==> src/rtl/mos6502_bus_arbiter.sv <==
// mos6502_bus_arbiter: shares the external 16-bit address / 8-bit data pin bus
// between the 6502 core and a host access port. Each access occupies a slot of
// WAIT_STATES+1 cycles; the core is stalled through cpu_rdy. Host transfers are
// granted only at CPU slot boundaries, and after each one the CPU gets at least
// CPU_SLOTS completed slots before the host can be granted again.
//
// Ports:
//   wb_clk_i, rst_n             clock, async active-low reset
//   cpu_addr/cpu_dout/cpu_we    core bus request
//   cpu_rdy, cpu_din            core advance enable, read data (= ext_din)
//   host_req/addr/we/wdata      host single-transfer request (level)
//   host_ack, host_rdata        one-cycle completion pulse, last host read data
//   ext_addr/ext_dout/ext_we    pin bus outputs (combinational from owner)
//   ext_din                     pin read data
//   bus_owner                   0 = CPU, 1 = host
module mos6502_bus_arbiter #(
  parameter int unsigned WAIT_STATES = 0,
  parameter int unsigned CPU_SLOTS   = 4
) (
  input  logic        wb_clk_i,
  input  logic        rst_n,
  input  logic [15:0] cpu_addr,
  input  logic [7:0]  cpu_dout,
  input  logic        cpu_we,
  output logic        cpu_rdy,
  output logic [7:0]  cpu_din,
  input  logic        host_req,
  input  logic [15:0] host_addr,
  input  logic        host_we,
  input  logic [7:0]  host_wdata,
  output logic        host_ack,
  output logic [7:0]  host_rdata,
  output logic [15:0] ext_addr,
  output logic [7:0]  ext_dout,
  output logic        ext_we,
  input  logic [7:0]  ext_din,
  output logic        bus_owner
);

  localparam int unsigned WCNT_W   = 3;
  localparam int unsigned CREDIT_W = 4;
  localparam int unsigned ADDR_W   = 16;
  localparam int unsigned DATA_W   = 8;

  localparam logic [WCNT_W-1:0]   WCNT_LAST   = WCNT_W'(WAIT_STATES);
  localparam logic [CREDIT_W-1:0] CREDIT_LOAD = CREDIT_W'(CPU_SLOTS);

  typedef enum logic [1:0] {
    ST_RST  = 2'd0,
    ST_CPU  = 2'd1,
    ST_HOST = 2'd2
  } state_t;

  state_t              state, state_nxt;
  logic [WCNT_W-1:0]   wcnt, wcnt_nxt;
  logic [CREDIT_W-1:0] credit, credit_nxt;
  logic [ADDR_W-1:0]   lat_addr;
  logic                lat_we;
  logic [DATA_W-1:0]   lat_wdata;
  logic                latch_en;
  logic                host_done;
  logic                slot_last;

  // Read data always flows straight from the pins to the core.
  assign cpu_din   = ext_din;
  assign slot_last = (wcnt == WCNT_LAST);

  // Next-state, slot counting, credit and pin bus steering.
  always_comb begin
    state_nxt  = state;
    wcnt_nxt   = wcnt;
    credit_nxt = credit;
    latch_en   = 1'b0;
    host_done  = 1'b0;
    cpu_rdy    = 1'b0;
    bus_owner  = 1'b0;
    ext_addr   = cpu_addr;
    ext_dout   = cpu_dout;
    ext_we     = 1'b0;
    unique case (state)
      ST_RST: begin
        state_nxt = ST_CPU;
        wcnt_nxt  = '0;
      end
      ST_CPU: begin
        ext_we  = cpu_we;
        cpu_rdy = slot_last;
        if (slot_last) begin
          wcnt_nxt = '0;
          if (credit != '0) begin
            credit_nxt = credit - CREDIT_W'(1);
          end
          // Grant decision uses credit before this slot's decrement.
          if (host_req && (credit == '0)) begin
            state_nxt = ST_HOST;
            latch_en  = 1'b1;
          end
        end else begin
          wcnt_nxt = wcnt + WCNT_W'(1);
        end
      end
      ST_HOST: begin
        bus_owner = 1'b1;
        ext_addr  = lat_addr;
        ext_dout  = lat_wdata;
        ext_we    = lat_we;
        if (slot_last) begin
          host_done  = 1'b1;
          wcnt_nxt   = '0;
          credit_nxt = CREDIT_LOAD;
          state_nxt  = ST_CPU;
        end else begin
          wcnt_nxt = wcnt + WCNT_W'(1);
        end
      end
      default: begin
        state_nxt = ST_RST;
      end
    endcase
  end

  // State, counters, latched host request and host result registers.
  always_ff @(posedge wb_clk_i or negedge rst_n) begin
    if (!rst_n) begin
      state      <= ST_RST;
      wcnt       <= '0;
      credit     <= '0;
      lat_addr   <= '0;
      lat_we     <= 1'b0;
      lat_wdata  <= '0;
      host_rdata <= '0;
      host_ack   <= 1'b0;
    end else begin
      state    <= state_nxt;
      wcnt     <= wcnt_nxt;
      credit   <= credit_nxt;
      host_ack <= host_done;
      if (latch_en) begin
        lat_addr  <= host_addr;
        lat_we    <= host_we;
        lat_wdata <= host_wdata;
      end
      if (host_done && !lat_we) begin
        host_rdata <= ext_din;
      end
    end
  end

endmodule

==> config.mk <==
export PLATFORM = sky130hd
export DESIGN_NAME = mos6502_bus_arbiter
export DESIGN_NICKNAME = d
export VERILOG_FILES = /design/src/rtl/mos6502_bus_arbiter.sv
export SDC_FILE = /design/constraint.sdc
export NUM_CORES = 1
export LEC_CHECK = 0
export ABC_AREA = 1
export CORE_UTILIZATION = 45
export CTS_CLUSTER_SIZE = 30
export DETAILED_ROUTE_END_ITERATION = 10
export HOLD_SLACK_MARGIN = 0.05
export MAX_ROUTING_LAYER = met4
export PLACE_DENSITY = 0.86
export SLEW_MARGIN = 20
export SYNTH_ARGS = -nofsm -noshare
export SYNTH_HDL_FRONTEND = slang
export SYNTH_SLANG_ARGS = --single-unit
==> constraint.sdc <==
create_clock -name wb_clk_i -period 4.5 [get_ports wb_clk_i]
set_input_delay 0.9 -clock wb_clk_i [delete_from_list [all_inputs] [get_ports wb_clk_i]]
set_output_delay 0.9 -clock wb_clk_i [all_outputs]
set_load 0.01 [all_outputs]
* After elaboration in Yosys (flattened, before gate mapping)
Cells that the tools add are included.
Storage, ports and cells: flip-flop bits (word level) 43, bits in latches 0, memory bits (writable) 0, bits in read-only memories 0, input port bits 61, output and inout bits 44, word-level logic and storage cells 48, memories kept 0
Operators by class: add/subtract/negate cells 2, multipliers 0, divide/modulo/power cells 0, $lt $le $gt $ge 0, eq/ne operators 6, shift operators 0, mux-type cells 20, bitwise operators 0, reduce and logical (&&, ||, !) cells 12
Operators by type and width (number):
- 2-to-1 mux 16 bit | 1
- 2-to-1 mux 4 bit | 3
- 2-to-1 mux 8 bit | 1
- != test 2 bit (second input constant) | 4
- case mux 4 bit (2 select lines) | 1
- 2-to-1 mux 1 bit | 7
- 2-to-1 mux 2 bit | 3
- case mux 2 bit (3 select lines) | 1
- case mux 3 bit (2 select lines) | 1
- logical NOT 4 bit | 1
- AND reduction 4 bit | 1
- nonzero test 2 bit | 2
- nonzero test 4 bit | 1
- subtractor 4 x 1 -> 4 bit (second input constant) | 1
- adder 3 x 1 -> 3 bit (second input constant) | 1
- logical NOT 3 bit | 1
- 2-to-1 mux 3 bit | 1
- AND reduction 3 bit | 1
- == test 2 x 1 -> 1 bit (second input constant) | 1
- == test 2 bit (second input constant) | 1
- logical AND 1 bit | 2
- logical NOT 2 bit | 1
- case mux 1 bit (2 select lines) | 1
- OR reduction 2 bit | 1
- logical NOT 1 bit | 1

* Logic depth before layout (Yosys ltp)
Gate-level depths: netlist of the first run.
word-level depth 5, gate-level depth with buffers 9, mapped depth without buffers 8

* Worst setup path after synthesis of the first run
Ideal clock, no wire load.
path type register to output, start point register state[0], end point output port ext_addr[0], arrival time 1.407 ns, path slack 2.193 ns, cell stages (with the launch flop) 6, path through dfrtp_1 inv_1 ha_1 inv_2 clkbuf_1 o21ai_0
On the way: cells in the longest elaborated chain, start to end 2
Ends and longest elaborated chain:
- start: declaration | line 54 | state_t state, state_nxt;
- start signal: assignment | line 134 | state <= state_nxt;
- == test 2 bit | line 80 | unique case (state)
- 2-to-1 mux 16 bit | line 80
- end: declaration | line 33 | output logic [15:0] ext_addr,
Every way passes these cells.

* Worst setup path after layout of the first run
start point register state[0], end point output port ext_addr[10]
Same word-level chain as after synthesis.

==> results of run 1 <==
[cell families (layout without fill, tap and decap cells)]
kind of cell	after synthesis	count (layout)	share of synthesized area, %
buf+inv	57	149	12.15
flops	43	43	46.87
compound gates	58	58	13.57
fa+ha+maj	9	9	4.905
xor+xnor	2	2	0.7631
simple gates	111	111	21.74
[sequential cells by signal, indices dropped and copies added, names as in the netlist]
signal and flops:
lat_wdata 8, host_rdata 8, lat_we 1, credit 4, wcnt 3, host_ack 1
lat_addr 16, state 2
[Yosys cell counts (all sizes together)]
cell type,number,share of area [%]
clkinv,1,0.16
a21oi,1,0.22
buf,14,5.1
inv,38,6.2
nand3,11,2.4
or2,1,0.27
o21ai,56,13
nand2,88,15
nand4,2,1.2
nor2,9,2.5
ha,9,4.9
clkbuf,4,0.65
dfrtp,43,47
xor2,2,0.76
a21boi,1,0.33
[critical path, stage by stage (launching register included)]
cell and delay [ns]:
dfrtp_1 0.42, inv_1 0.09, ha_1 0.31, inv_2 0.54, nand2_1 0.10, o21ai_0 0.11, clkdlybuf4s50_1 0.59
[cell type report]
type	count	area (sq um)
flip-flops and latches	43	1076
clock inverters	1	7.507
fillers	403	1458
clock buffers	5	68.82
well taps	67	83.83
multi-input cells	180	940.9
repair buffers	104	1036
inverters	39	146.4
[metrics by stage]
stage | utilization (%) | power [mW] | std cells | hold WS [ns] | setup slack [ns]
after floorplan | - | 1.106 | 280 | 0.4530 | 2.193
after global placement | 68.16 | 1.402 | 433 | 0.4527 | 1.491
after detailed placement | 68.16 | 1.436 | 433 | 0.4586 | 1.421
after CTS | 69.74 | 1.672 | 439 | 0.4776 | 1.101
after global routing | 69.74 | 1.795 | 439 | 0.5104 | 0.9173
final | 69.74 | 1.648 | 439 | 0.4724 | 1.125
[path summary, 6_finish.rpt]
kind                                            from                         to  slack [ns]  cells past startpoint
setup / recovery                state[0]$_DFFE_PN0P_               ext_addr[10]        1.12                      6
hold / removal             host_rdata[6]$_DFFE_PN0P_  host_rdata[6]$_DFFE_PN0P_        0.47                      2
setup reg to reg                state[0]$_DFFE_PN0P_  host_rdata[4]$_DFFE_PN0P_        2.58                      7
hold reg to reg            host_rdata[6]$_DFFE_PN0P_  host_rdata[6]$_DFFE_PN0P_        0.47                      2
max in group asynchronous                      rst_n   lat_wdata[2]$_DFFE_PN0P_        3.17                      1
min in group asynchronous                      rst_n  host_rdata[6]$_DFFE_PN0P_        0.74                      1
[metal layers]
metal / wire [um] / global-route usage, % / part of all wire, % / up-vias
met1: 2064 / 23.06 / 42 / 899
li1: - / - / - / 1047
met5: 0 / - / 0 / -
met4: 49 / 7.479 / 0.99 / 0
met3: 258 / 5.350 / 5.2 / 4
met2: 2568 / 34.77 / 52 / 57
[power breakdown]
group	internal, mW	total [mW]	switching, mW	leakage [nW]
registers	0.565	0.641	0.0761	0.517
clock network	0.103	0.226	0.123	0.0361
logic	0.369	0.780	0.412	1.02
total	1.04	1.65	0.611	1.57
==> flow_summary.yaml, run 1 <==
detailed_routing:
  ant_nets: 0
  route.detailed.drc: 0
  wire_per_inst_um: 11.26
  drt_iter0_drc: 79
  route.vias.total: 2007
  vias_per_cell: 4.572
  drtPass1Iterations: 4
  wirelength_um: 4941
sta:
  tns_ns: 0
  fin_skew_ns: 0.005038
  worstMarginPinSlew_ns: 0.9298
  finalHoldViolCount: 0
  period_minus_slack_ns: 3.375
  slew_viol_final: 0
  fin_crit_sh_pct: 75.01
  slew_headroom_pct: 38.02
  fmax_ghz: 0.2963
  rsz0062_at_grt: "false"
  setup_viol: 0
finish:
  nNetsFinal: 443
  drive_gt1_share_pct: 6.183
  finalInstanceArea_sq_um: 3359
  final_cell_mix: "103 x clkdlybuf4s50_1, 85 x nand2_1, 47 x o21ai_0"
  area_growth_pct: 46.32
  layout_commonest_cell: "clkdlybuf4s50_1"
  n_antenna_cell: 0
clock_tree:
  postCtsHoldBufs: 0
  post_cts_buffers: 0
  worstSkewPairLatency_ns: 0.29
  cts_tree: "built"
  cts_resized: 0
  cts_buffers: 5
  clockBufferDepth: 2
  cts.sinks: 43
  cts_root_buffer: "clkbuf_8"
  htree_levels: 2
  path_clk_slew_ns: 0.08
power_and_ir_drop:
  leakage_nw: 1.570
  powerDensity_nw_per_um2: 490.5
  peakVddDrop_uv: 263.5
hold_path:
  hold_class: "reg -> reg"
worst_setup_path:
  critPathMaxFanout: 51
  cp-start-kind: "register"
  critPathCaptureType: "output port"
  criticalPathCategory: "reg -> out"
  worstPathRequired_ns: 3.60
  arrival_ns: 2.48
placement:
  io_buffers: 104
  dp_hpwl_um: 3668
  place_area_sq_um: 3283
  place.gp.congestion: 0.8049
status:
  status: "complete, no violations"
floorplanning:
  die_w_um: 73.43
  initial_core_util_pct: 47.66
  design.die.area_sq_um: 5392
  num_rows: 25
  die_h_um: 73.43
  core_sq_um: 4817
  io_pins: 105
global_route:
  grt_max_degree: 52
  grt_pass1_vias: 1892
  grt_pass1_wl_um: 8093
  grt_util_all_layers_pct: 20.38
  overflow: 0
  antenna_found_initial: 0
synthesis:
  synth_area_sq_um: 2296
  avgSynthCellArea_sq_um: 8.200
  yosysUniqueCellTypes: 24
  netlist_instances: 280
  syn_nets: 350
  ys_ff_latch: 43
  ys_seq_area_share_pct: 46.87
  yosys_warnings: 0
run:
  maxCapViolCount: 0
Power figures use the tool's default switching activity.
==> run 2, diff against run 1 <==
--- a/config.mk
+++ b/config.mk
@@ -6,12 +6,12 @@
 export NUM_CORES = 1
 export LEC_CHECK = 0
 export ABC_AREA = 1
-export CORE_UTILIZATION = 45
+export CORE_UTILIZATION = 38
 export CTS_CLUSTER_SIZE = 30
 export DETAILED_ROUTE_END_ITERATION = 10
 export HOLD_SLACK_MARGIN = 0.05
 export MAX_ROUTING_LAYER = met4
-export PLACE_DENSITY = 0.86
+export PLACE_DENSITY = 0.77
 export SLEW_MARGIN = 20
 export SYNTH_ARGS = -nofsm -noshare
 export SYNTH_HDL_FRONTEND = slang
==> constraint.sdc (replaced) <==
create_clock -name wb_clk_i -period 3 [get_ports wb_clk_i]
set_input_delay 0.6 -clock wb_clk_i [delete_from_list [all_inputs] [get_ports wb_clk_i]]
set_output_delay 0.6 -clock wb_clk_i [all_outputs]
set_load 0.01 [all_outputs]
==> run 2 against run 1 <==
  * Critical path depth shrank 1
  * Sequential share of layout area down 0.28 points
  * Clock power increased by 69%
  * Sequential power up 49%
  * Hold slack got worse by 0.043 ns
  * Utilization shrank 10 points
  * Critical path type unchanged
  * Highest routed layer unchanged
==> flow_summary.yaml, run 2 (synthesized netlist as in run 1, its figures left out) <==
global_route:
  grt_pass1_wl_um: 8638
  antenna_found_initial: 0
  overflow: 0
  grt_util_all_layers_pct: 18.06
  grt_max_degree: 52
  grt_pass1_vias: 1994
finish:
  largest_register_ff_count: 16
  layout_commonest_cell: "clkdlybuf4s50_1"
  largestRegisters: "lat_addr (16), host_rdata (8), lat_wdata (8)"
  final_cell_mix: "103 x clkdlybuf4s50_1, 85 x nand2_1, 47 x o21ai_0"
  seq_area_sq_um: 1076
  finalInstanceArea_sq_um: 3390
  multi_input_area_sq_um: 940.9
  drive_gt1_share_pct: 6.417
  regMostFlops: "lat_addr"
  nNetsFinal: 443
  area_growth_pct: 47.63
  n_antenna_cell: 0
  fillCellCount: 514
worst_setup_path:
  criticalPathCategory: "reg -> out"
  critPathMaxFanout: 51
  r2r_cells: 5
  cp-start-kind: "register"
  arrival_ns: 2.22
  critPathCaptureType: "output port"
  worstPathRequired_ns: 2.40
detailed_routing:
  wirelength_um: 5091
  drtPass1Iterations: 4
  route.detailed.drc: 0
  drt_iter0_drc: 68
  wire_per_inst_um: 11.41
  route.vias.total: 2031
  vias_per_cell: 4.554
  ant_nets: 0
floorplanning:
  initial_core_util_pct: 40.45
  die_h_um: 79.73
  num_rows: 27
  design.die.area_sq_um: 6357
  io_pins: 105
  core_sq_um: 5675
  die_w_um: 79.73
sta:
  rsz0062_at_grt: "false"
  slew_headroom_pct: 39.04
  fin_crit_sh_pct: 93.93
  period_minus_slack_ns: 2.818
  fin_skew_ns: 0.008709
  tns_ns: 0
  worstMarginPinSlew_ns: 0.9143
  finalHoldViolCount: 0
  setup_viol: 0
  slew_viol_final: 0
  fmax_ghz: 0.3549
clock_tree:
  worstSkewPairLatency_ns: 0.29
  cts_buffers: 5
  cts_tree: "built"
  clockBufferDepth: 2
  postCtsHoldBufs: 0
  cts_root_buffer: "clkbuf_8"
  path_clk_slew_ns: 0.08
  cts.sinks: 43
  htree_levels: 2
power_and_ir_drop:
  peakVddDrop_uv: 394.1
  leakage_nw: 1.584
  powerDensity_nw_per_um2: 740.3
placement:
  io_buffers: 104
  place_area_sq_um: 3289
  dp_hpwl_um: 3730
  place.gp.congestion: 0.7585
run:
  maxCapViolCount: 0
status:
  status: "complete, no violations"
hold_path:
  hold_class: "in -> async"
-- run 2: cell types whose count changed in the layout (fill, tap and decap cells not counted) --
cell | before | now
clkinvlp_4 | 1 | 0
inv_2 | 4 | 3
clkbuf_1 | 0 | 1
clkinv_4 | 0 | 1
inv_6 | 0 | 1
clkbuf_8 | 5 | 6
-- run 2: power breakdown --
| part | switching (mW) | internal, mW |
|---|---|---|
| registers | 0.111 | 0.847 |
| clock network | 0.193 | 0.189 |
| logic | 0.616 | 0.555 |
| total | 0.919 | 1.59 |
-- run 2: final timing paths --
path | slack [ns] | to | start
max in group asynchronous | 1.99 | wcnt[0]$_DFFE_PN0P_ | rst_n
min reg2reg | 0.48 | host_rdata[7]$_DFFE_PN0P_ | host_rdata[7]$_DFFE_PN0P_
min in group wb_clk_i | 0.48 | host_rdata[7]$_DFFE_PN0P_ | host_rdata[7]$_DFFE_PN0P_
max reg2reg | 1.21 | lat_addr[6]$_DFFE_PN0P_ | state[1]$_DFFE_PN0P_
min | 0.43 | host_rdata[0]$_DFFE_PN0P_ | rst_n
max | 0.18 | ext_addr[14] | state[0]$_DFFE_PN0P_
-- run 2: cell type report --
class | count | share of cell area (%)
flip-flops and latches | 43 | 31.75
inverters | 39 | 4.467
clock buffers | 7 | 2.547
clock inverters | 1 | 0.2584
well taps | 72 | 2.658
repair buffers | 104 | 30.56
multi-input cells | 180 | 27.76
-- run 2: critical path: stages, from the launching register on --
cell and delay, ns:
dfrtp_1 0.43, inv_1 0.10, ha_1 0.36, inv_6 0.19, o21ai_0 0.25, clkdlybuf4s50_1 0.58
-- run 2: routing by layer --
| metal | GRT usage [%] | routed length (um) | share of wire [%] |
|---|---|---|---|
| met5 | - | 0 | 0 |
| met4 | 6.429 | 78 | 1.5 |
| met3 | 4.914 | 323 | 6.3 |
| met2 | 30.00 | 2503 | 49 |
| met1 | 20.99 | 2185 | 43 |
-- run 2: metrics by stage --
step	std cells	hold WS, ns	setup slack [ns]	power, mW	utilization (%)
finish	446	0.4294	0.1821	2.509	59.72
global route	446	0.5154	0.01530	2.744	59.72
CTS	446	0.4679	0.09933	2.551	59.68
detailed placement	438	0.4579	0.2302	2.152	57.96
global placement	438	0.4556	0.3202	2.110	57.96
floorplan	280	0.3044	0.9927	1.659	-
-- run 2: repair_timing --
action	4_1_cts	5_1_grt
setup endpoints to repair	24	15
endpoints found under the hold margin	0	0
resized for setup	1	1
buffers inserted	0	0
